## src/rtl/seq_det_pkg.sv

```systemverilog
// seq_det_pkg
// Shared types and helpers for the parametrised serial sequence detector.
//   state_t         : detector FSM states (S_FILL, S_ARMED)
//   DEFAULT_MAX_LEN : default maximum pattern length in bits
//   DEFAULT_CNT_W   : default width of the saturating match counter
//   clamp_len()     : forces a requested pattern length into 1..max_len
package seq_det_pkg;

  localparam int DEFAULT_MAX_LEN = 8;
  localparam int DEFAULT_CNT_W   = 8;

  typedef enum logic {
    S_FILL,
    S_ARMED
  } state_t;

  // A zero-length pattern has no meaning, so it is treated as a single bit;
  // anything longer than the history register is cut down to the full width.
  function automatic int clamp_len(input int len, input int max_len);
    int result;
    if (len < 1) begin
      result = 1;
    end else if (len > max_len) begin
      result = max_len;
    end else begin
      result = len;
    end
    return result;
  endfunction

endpackage

```

## src/rtl/seq_det_history.sv

```systemverilog
// seq_det_history
// Shift register holding the most recent accepted bits plus a saturating
// count of how many bits have been collected since the last clear.
//   clk        : clock, rising edge
//   reset      : synchronous active-high reset
//   clear      : empties history and fill (wins over shift_en)
//   shift_en   : accept din into the history this cycle
//   din        : serial data bit
//   hist_shift : history as it will look after this cycle's shift (bit 0 = newest)
//   fill_shift : fill as it will look after this cycle's shift
// The "after shift" views let the parent compare against the incoming bit in
// the same cycle; clear is applied only to the stored state, never to these
// views, so the parent may derive clear from them without a loop.
module seq_det_history #(
  parameter int MAX_LEN = 8,
  parameter int LEN_W   = $clog2(MAX_LEN + 1)
) (
  input  logic               clk,
  input  logic               reset,
  input  logic               clear,
  input  logic               shift_en,
  input  logic               din,
  output logic [MAX_LEN-1:0] hist_shift,
  output logic [LEN_W-1:0]   fill_shift
);

  logic [MAX_LEN-1:0] history;
  logic [LEN_W-1:0]   fill;

  // Next-view of the shift register and fill counter; fill stops at MAX_LEN
  // because once the register is full every later bit keeps it full.
  always_comb begin
    hist_shift = history;
    fill_shift = fill;
    if (shift_en) begin
      hist_shift = {history[MAX_LEN-2:0], din};
      if (fill != LEN_W'(MAX_LEN)) begin
        fill_shift = fill + LEN_W'(1);
      end
    end
  end

  // Stored state: reset and clear both empty the register.
  always_ff @(posedge clk) begin
    if (reset || clear) begin
      history <= '0;
      fill    <= '0;
    end else begin
      history <= hist_shift;
      fill    <= fill_shift;
    end
  end

endmodule

```

## src/rtl/seq_detector_param.sv

```systemverilog
// seq_detector_param
// Runtime-configurable serial bit-sequence detector with overlap control,
// input valid qualifier and a saturating match counter.
//   clk         : clock, rising edge
//   reset       : synchronous active-high reset
//   cfg_load    : latch cfg_* this cycle (drops any concurrent data beat)
//   cfg_pattern : pattern, bit [len-1] received first, bit [0] received last
//   cfg_len     : pattern length, clamped into 1..MAX_LEN
//   cfg_overlap : 1 = overlapping matches, 0 = restart after each match
//   din_valid   : din carries a stream bit this cycle
//   din         : serial data bit
//   dout        : registered one-cycle pulse after a completing bit
//   match_count : saturating match count since reset or cfg_load
module seq_detector_param import seq_det_pkg::*; #(
  parameter int MAX_LEN = DEFAULT_MAX_LEN,
  parameter int CNT_W   = DEFAULT_CNT_W,
  parameter int LEN_W   = $clog2(MAX_LEN + 1)
) (
  input  logic               clk,
  input  logic               reset,
  input  logic               cfg_load,
  input  logic [MAX_LEN-1:0] cfg_pattern,
  input  logic [LEN_W-1:0]   cfg_len,
  input  logic               cfg_overlap,
  input  logic               din_valid,
  input  logic               din,
  output logic               dout,
  output logic [CNT_W-1:0]   match_count
);

  logic [MAX_LEN-1:0] pattern_q;
  logic [LEN_W-1:0]   len_q;
  logic               overlap_q;
  state_t             state;

  logic [MAX_LEN-1:0] hist_shift;
  logic [LEN_W-1:0]   fill_shift;
  logic [MAX_LEN-1:0] len_mask;
  logic               accept;
  logic               full_enough;
  logic               match;
  logic               hist_clear;

  // A configuration load owns the cycle, so a data beat alongside it is lost.
  assign accept = din_valid && !cfg_load;

  // Non-overlap mode restarts collection after every hit, which is the same
  // as clearing the history on the matching edge.
  assign hist_clear = cfg_load || (match && !overlap_q);

  seq_det_history #(
    .MAX_LEN (MAX_LEN),
    .LEN_W   (LEN_W)
  ) u_history (
    .clk        (clk),
    .reset      (reset),
    .clear      (hist_clear),
    .shift_en   (accept),
    .din        (din),
    .hist_shift (hist_shift),
    .fill_shift (fill_shift)
  );

  // Compare only the low len_q bits of history and pattern; once armed the
  // history stays full, otherwise the freshly counted fill decides.
  always_comb begin
    len_mask    = {MAX_LEN{1'b1}} >> (LEN_W'(MAX_LEN) - len_q);
    full_enough = (state == S_ARMED) || (fill_shift >= len_q);
    match       = accept && full_enough &&
                  ((hist_shift & len_mask) == (pattern_q & len_mask));
  end

  // Configuration, FSM, registered match pulse and saturating counter.
  always_ff @(posedge clk) begin
    if (reset) begin
      pattern_q   <= '0;
      len_q       <= LEN_W'(MAX_LEN);
      overlap_q   <= 1'b1;
      state       <= S_FILL;
      dout        <= 1'b0;
      match_count <= '0;
    end else if (cfg_load) begin
      pattern_q   <= cfg_pattern;
      len_q       <= LEN_W'(clamp_len(int'(cfg_len), MAX_LEN));
      overlap_q   <= cfg_overlap;
      state       <= S_FILL;
      dout        <= 1'b0;
      match_count <= '0;
    end else if (accept) begin
      dout <= match;
      if (match) begin
        if (match_count != {CNT_W{1'b1}}) begin
          match_count <= match_count + CNT_W'(1);
        end
        state <= overlap_q ? S_ARMED : S_FILL;
      end else begin
        state <= (fill_shift >= len_q) ? S_ARMED : S_FILL;
      end
    end else begin
      dout <= 1'b0;
    end
  end

endmodule

```

## config.mk

```make
export PLATFORM = sky130hd
export DESIGN_NAME = seq_detector_param
export DESIGN_NICKNAME = d
export VERILOG_FILES = /design/src/rtl/seq_det_pkg.sv /design/src/rtl/seq_det_history.sv /design/src/rtl/seq_detector_param.sv
export SDC_FILE = /design/constraint.sdc
export NUM_CORES = 1
export LEC_CHECK = 0
export CORE_ASPECT_RATIO = 1.75
export CORE_MARGIN = 10
export CORE_UTILIZATION = 48
export CTS_CLUSTER_SIZE = 40
export DETAILED_ROUTE_END_ITERATION = 7
export MAX_ROUTING_LAYER = met4
export PLACE_DENSITY = 0.77
export SETUP_SLACK_MARGIN = 0.15
export SKIP_CTS_REPAIR_TIMING = 1
export SLEW_MARGIN = 0
export SYNTH_ARGS = -nofsm -noshare
export SYNTH_HDL_FRONTEND = slang
export SYNTH_SLANG_ARGS = --single-unit
```

## constraint.sdc

```tcl
create_clock -name clk -period 3.3 [get_ports clk]
set_clock_uncertainty 0.05 [all_clocks]
set_input_delay 0.66 -clock clk [delete_from_list [all_inputs] [get_ports clk]]
set_output_delay 0.66 -clock clk [all_outputs]
set_load 0.03 [all_outputs]
```

==> results of run 1 <==
## power breakdown
group / internal [mW] / switching [mW]
clock: 0.168 / 0.156
combinational: 0.0659 / 0.0631
sequential: 0.421 / 0.00986
total: 0.654 / 0.229
## cell usage in the layout, fill, tap and decap left out, types with 2 or more instances in the layout
cell / count
o211ai_1: 3
a21oi_2: 2
nand3_1: 6
nor2b_1: 9
o31ai_1: 4
xor2_1: 2
nor3b_1: 2
a21oi_1: 12
clkdlybuf4s50_1: 24
buf_4: 15
and2_1: 2
dlymetal6s2s_1: 2
ha_1: 10
nor2_1: 21
o21a_1: 3
inv_1: 10
or4_1: 5
o22ai_1: 2
o21ai_0: 6
o21ai_1: 5
xnor2_1: 8
o31ai_2: 3
dfxtp_1: 34
clkbuf_8: 6
nand2b_1: 2
buf_6: 2
mux2i_1: 13
nand2_1: 18
## sequential cells by signal, summed over array words and instances (netlist names)
register,count
state,1
u_history.fill,4
overlap_q,1
match_count,8
len_q,4
u_history.history,7
dout,1
pattern_q,8
## worst max path at each step
stage	from	endpoint	cells past startpoint
after floorplan	din_valid	state$_SDFFE_PP0N_	14
after global placement	din_valid	match_count[4]$_SDFFE_PP0P_	12
after detailed placement	din_valid	match_count[3]$_SDFFE_PP0P_	12
after CTS	din_valid	match_count[3]$_SDFFE_PP0P_	12
after global routing	u_history.fill[0]$_SDFF_PP0_	match_count[2]$_SDFFE_PP0P_	13
final	len_q[0]$_SDFFE_PP0P_	match_count[2]$_SDFFE_PP0P_	9
## metal layers
metal,share of wire,up-vias,GRT usage
li1,-,806,-
met1,0.41,759,0.1297
met3,0.027,8,0.02652
met4,0.025,0,0.07618
met2,0.54,26,0.2302
met5,0,-,-
## cell families (layout without fill, tap and decap cells)
kind of cell	Yosys count	count (layout)	share of synthesized area
buffers and inverters	19	61	0.04505
AND/OR/NAND/NOR	75	75	0.2121
multiplexers	14	14	0.07969
flip-flops	34	34	0.3770
AO/OA/AOI/OAI	44	45	0.1684
XOR/XNOR	10	10	0.04851
adder cells (fa/ha/maj)	10	10	0.06930
## cell type report
| type | count | area share |
|---|---|---|
| multi-input combinational | 154 | 0.4630 |
| timing repair buffer | 43 | 0.1691 |
| clock buffer | 6 | 0.03488 |
| inverter | 10 | 0.01586 |
| tap | 46 | 0.02431 |
| clock inverter | 2 | 0.005285 |
| sequential | 34 | 0.2875 |
## tightest hold or removal path, stage by stage (launching register included)
cell	delay, ns
dfxtp_1	0.32
nand2_1	0.05
a21oi_1	0.05
## stage by stage
stage               setup WS, ns  total power, mW
floorplan                 0.2396           0.5124
global placement         -0.2337           0.5563
detailed placement       -0.3174           0.5581
CTS                     -0.02027           0.8770
global route              0.2032           0.9121
finish                    0.4169           0.8828
==> results.toml, run 1 <==
[cells_and_area]
fillers = 306
n_antenna_cell = 0
fin_area_um2 = 2367
multi_input_area_um2 = 1096
drive_gt1_frac = 0.1566
final_cells = 295
regArea_um2 = 680.7
nets = 276
area_growth_pct = 31.12
fin_util = 0.6524

[place]
portBuffers = 26
dp.cells = 280
dpl-instance-area_um2 = 2162
dp_hpwl_mm = 3.167
gp_congestion = 0.8660

[synth]
syn_area_um2 = 1805
netlist_top_cells_count = "34 x dfxtp_1, 21 x nor2_1, 18 x nand2_1"
synth_top_area_share = 0.3770
ys_dominant_reg_cell = "dfxtp_1"
synth_cell_type_count = 38
synthesis.area_per_instance_um2 = 8.764
synth_top_area_cell = "dfxtp_1"
ys_ff_latch = 34
async_flop_share = 0
ys_seq_area_frac = 0.3770
synth_area_leaders = "dfxtp_1 38%, mux2i_1 7.2%, ha_1 6.9%"
synth-edff-count = 0
yosys_warnings = 0
syn_nets = 234
synthCells = 206
synth.most_common_cell = "dfxtp_1"

[setup_path]
slowest_delay_ns = 0.54
crit_path_top_delay_cell = "or4_1"
crit_arrival_ns = 3.06
rr_startpoint = "len_q[0]$_SDFFE_PP0P_"
crit_top_cell = "a21oi_1"
r2r_slack_ns = 0.42
path_max_fanout = 7
crit_family = "compound AO/OA/AOI/OAI gates"
endpoint_kind = "flip-flop"
timing.critical_path.buf_inv = 1
crit_chain = "inv_1, ha_1, xnor2_1, nor2b_1, a21oi_1, a2111oi_4, o211ai_2, or4_1, a21oi_1"
required_ns = 3.47
r2r_end = "match_count[2]$_SDFFE_PP0P_"
crit_type = "flip-flop to flip-flop"
startpoint_type = "flip-flop"
r2r_cells = 9

[clocking]
clkSlewWorstSetupHoldPaths_ns = 0.07
cts_root_buf = "clkbuf_8"
clock-sinks = 34
clk_path_buf_depth = 2
cts_buffers = 5
cts_tree = "done"
clk_latency_ns = 0.29
htree_levels = 2

[routing]
drcViolationCount = 0
wl_per_cell_um = 14.80
routed_wl_mm = 4.365
dr.first_iter.drc_count = 32
antenna_left = 0
via_count = 1599
first_pass_iters = 4
via_per_inst = 5.420

[floorplan]
rows = 29
dieWidth_um = 66.36
num_io_pins = 27
core_um2 = 3628
start_util = 0.4976
fp.dieH_um = 101.1
dieArea_um2 = 6711

[sta]
finalSetupTns_ns = 0
hold_viol = 0
slew_headroom = 0.4428
fin_hold_ws_ns = 0.4169
period_minus_slack_ns = 2.883
fin_crit_sh = 0.8737
rsz0062_at_grt = "no"
fmax_mhz = 346.8
final-setup-viol-count = 0
finalMaxSlewViolations = 0
worst_pin_slew_ns = 0.8327

[worst_hold_path]
whs_path_depth = 2
hold_class = "flip-flop to flip-flop"
hold_end = "u_history.history[1]$_SDFF_PP0_"
hp-start = "u_history.history[1]$_SDFF_PP0_"

[power_and_ir_drop]
p_per_area_nw_per_um2 = 372.9
ir_worst_vdd_mv = 0.3759
leakagePower_nw = 0.9254

[grt]
grt_antenna_before_repair = 0
grt_start_max_net_pins = 20
grt_pass1_wl_mm = 6.879
grt_pass1_vias = 1536
grt_usage = 0.1318
gr-total-overflow = 0

[run]
cap_violations = 0

[outcome]
status = "completed"
No activity file was read; power rests on OpenSTA's default activity.
==> inputs of run 2 (changes only) <==
--- a/config.mk
+++ b/config.mk
@@ -5,13 +5,13 @@
 export SDC_FILE = /design/constraint.sdc
 export NUM_CORES = 1
 export LEC_CHECK = 0
-export CORE_ASPECT_RATIO = 1.75
+export CORE_ASPECT_RATIO = 1.5
 export CORE_MARGIN = 10
-export CORE_UTILIZATION = 48
+export CORE_UTILIZATION = 53
 export CTS_CLUSTER_SIZE = 40
 export DETAILED_ROUTE_END_ITERATION = 7
 export MAX_ROUTING_LAYER = met4
-export PLACE_DENSITY = 0.77
+export PLACE_DENSITY = 0.8
 export SETUP_SLACK_MARGIN = 0.15
 export SKIP_CTS_REPAIR_TIMING = 1
 export SLEW_MARGIN = 0
==> constraint.sdc (replaced) <==
create_clock -name clk -period 2.68 [get_ports clk]
set_clock_uncertainty 0.05 [all_clocks]
set_input_delay 0.536 -clock clk [delete_from_list [all_inputs] [get_ports clk]]
set_output_delay 0.536 -clock clk [all_outputs]
set_load 0.03 [all_outputs]
==> results.toml, run 2 (synthesized netlist as in run 1, its figures left out) <==
[routing]
first_pass_iters = 4
wl_met3_um = 274
antenna_left = 0
via_per_inst = 5.679
met2_wirelength_mm = 2.735
routed_wl_mm = 4.836
wl_per_cell_um = 16.34
highest_layer = "met4"
dr.first_iter.drc_count = 51
wl_met1_mm = 1.651
drcViolationCount = 0
via_count = 1681

[setup_path]
crit_type = "primary input to flip-flop"
path_max_fanout = 7
endpoint_kind = "flip-flop"
required_ns = 2.80
startpoint_type = "primary input"
crit_arrival_ns = 2.89

[grt]
grt_antenna_before_repair = 0
grt_pass1_vias = 1639
grt_pass1_wl_mm = 7.196
grt_start_max_net_pins = 20
grt_usage = 0.1493
gr-total-overflow = 0

[worst_hold_path]
hold_class = "flip-flop to flip-flop"

[sta]
finalWorstSetupSlack_ns = -0.08931
rsz0062_at_grt = "yes"
finalMaxSlewViolations = 0
worst_pin_slew_ns = 0.8743
finalSetupTns_ns = -0.9789
fin_hold_ws_ns = 0.4508
fin_crit_sh = 1.033
slew_headroom = 0.4150
period_minus_slack_ns = 2.769
hold_viol = 0
fmax_mhz = 361.1
final-setup-viol-count = 18

[power_and_ir_drop]
ir_worst_vdd_mv = 0.3880
p_total_mw = 1.080
p_per_area_nw_per_um2 = 431.4
leakagePower_nw = 0.9783

[cells_and_area]
mostFrequentLayoutCells = "31 x dfxtp_1, 24 x clkdlybuf4s50_1, 23 x buf_4"
nets = 284
fillers = 233
n_antenna_cell = 0
mostFrequentLayoutCell = "dfxtp_1"
drive_gt1_frac = 0.2461
area_growth_pct = 38.67
largestRegisters = "match_count: 8 flops, pattern_q: 8 flops, u_history.history: 7 flops"

[floorplan]
num_io_pins = 27
dieArea_um2 = 6189
fp.dieH_um = 91.49
rows = 25
core_um2 = 3222
start_util = 0.5604
dieWidth_um = 67.66

[clocking]
htree_levels = 2
clk_path_buf_depth = 2
clock-sinks = 34
clkSlewWorstSetupHoldPaths_ns = 0.07
cts_root_buf = "clkbuf_8"
clk_latency_ns = 0.29
cts_tree = "done"
cts_buffers = 5

[place]
dp_hpwl_mm = 3.286
portBuffers = 26
gp_congestion = 0.8192

[outcome]
violations = "negative setup slack"
status = "finished, violations left"

[run]
cap_violations = 0
==> run 2: changes by cell type in the layout (fill, tap and decap cells not counted), sizes merged <==
cell / delta
clkbuf: +1
clkinvlp: -1
clkinv: -1
buf: +10
dlymetal6s2s: -2
==> run 2: critical path, cell delays in order <==
cell	delay (ns)
buf_6	0.10
nor2b_4	0.19
nand4_1	0.19
xnor2_2	0.19
ha_1	0.30
o211ai_1	0.14
o21ai_2	0.20
o21ai_2	0.11
a31oi_4	0.18
buf_4	0.15
o211ai_4	0.12
buf_4	0.19
o31ai_2	0.22
a21oi_2	0.08
==> run 2: per-stage QoR <==
stage          worst slack (ns)  cells    util  instance area (µm²)
3_5_place_dp            -0.6506    280  0.6967                 2245
4_1_cts                 -0.3697    287  0.7204                 2321
5_1_grt                 -0.2217    296  0.7771                 2504
6_report               -0.08931    296  0.7771                 2504
2_1_floorplan          -0.01095    206       -                 1864
3_3_place_gp            -0.5884    280  0.6967                 2245
==> run 2: path summary, 6_finish.rpt <==
| path | start | end | slack (ns) | cells after the start |
|---|---|---|---|---|
| max | cfg_load | match_count[2]$_SDFFE_PP0P_ | -0.09 | 14 |
| min | match_count[6]$_SDFFE_PP0P_ | match_count[6]$_SDFFE_PP0P_ | 0.45 | 2 |
| max reg2reg | u_history.fill[1]$_SDFF_PP0_ | match_count[1]$_SDFFE_PP0P_ | -0.01 | 15 |
| min reg2reg | match_count[6]$_SDFFE_PP0P_ | match_count[6]$_SDFFE_PP0P_ | 0.45 | 2 |
==> run 2: power by group <==
group          switching, mW  total, mW  internal (mW)
clock network          0.180      0.359          0.179
registers             0.0120      0.530          0.518
logic                 0.0935      0.191         0.0974
==> run 2: layout make-up <==
cell class | instances | area [µm²] | share of cell area
Tap cell | 40 | 50.05 | 0.01999
Sequential cell | 34 | 684.4 | 0.2734
Inverter | 10 | 37.54 | 0.01499
Clock buffer | 7 | 76.32 | 0.03048
Multi-Input combinational cell | 154 | 1189 | 0.4748
Timing Repair Buffer | 51 | 466.7 | 0.1864
==> run 2: per-layer routing <==
| metal | vias up | GRT usage |
|---|---|---|
| met5 | - | - |
| li1 | 822 | - |
| met3 | 20 | 0.04551 |
| met2 | 49 | 0.2697 |
| met4 | 0 | 0.06014 |
| met1 | 790 | 0.1374 |
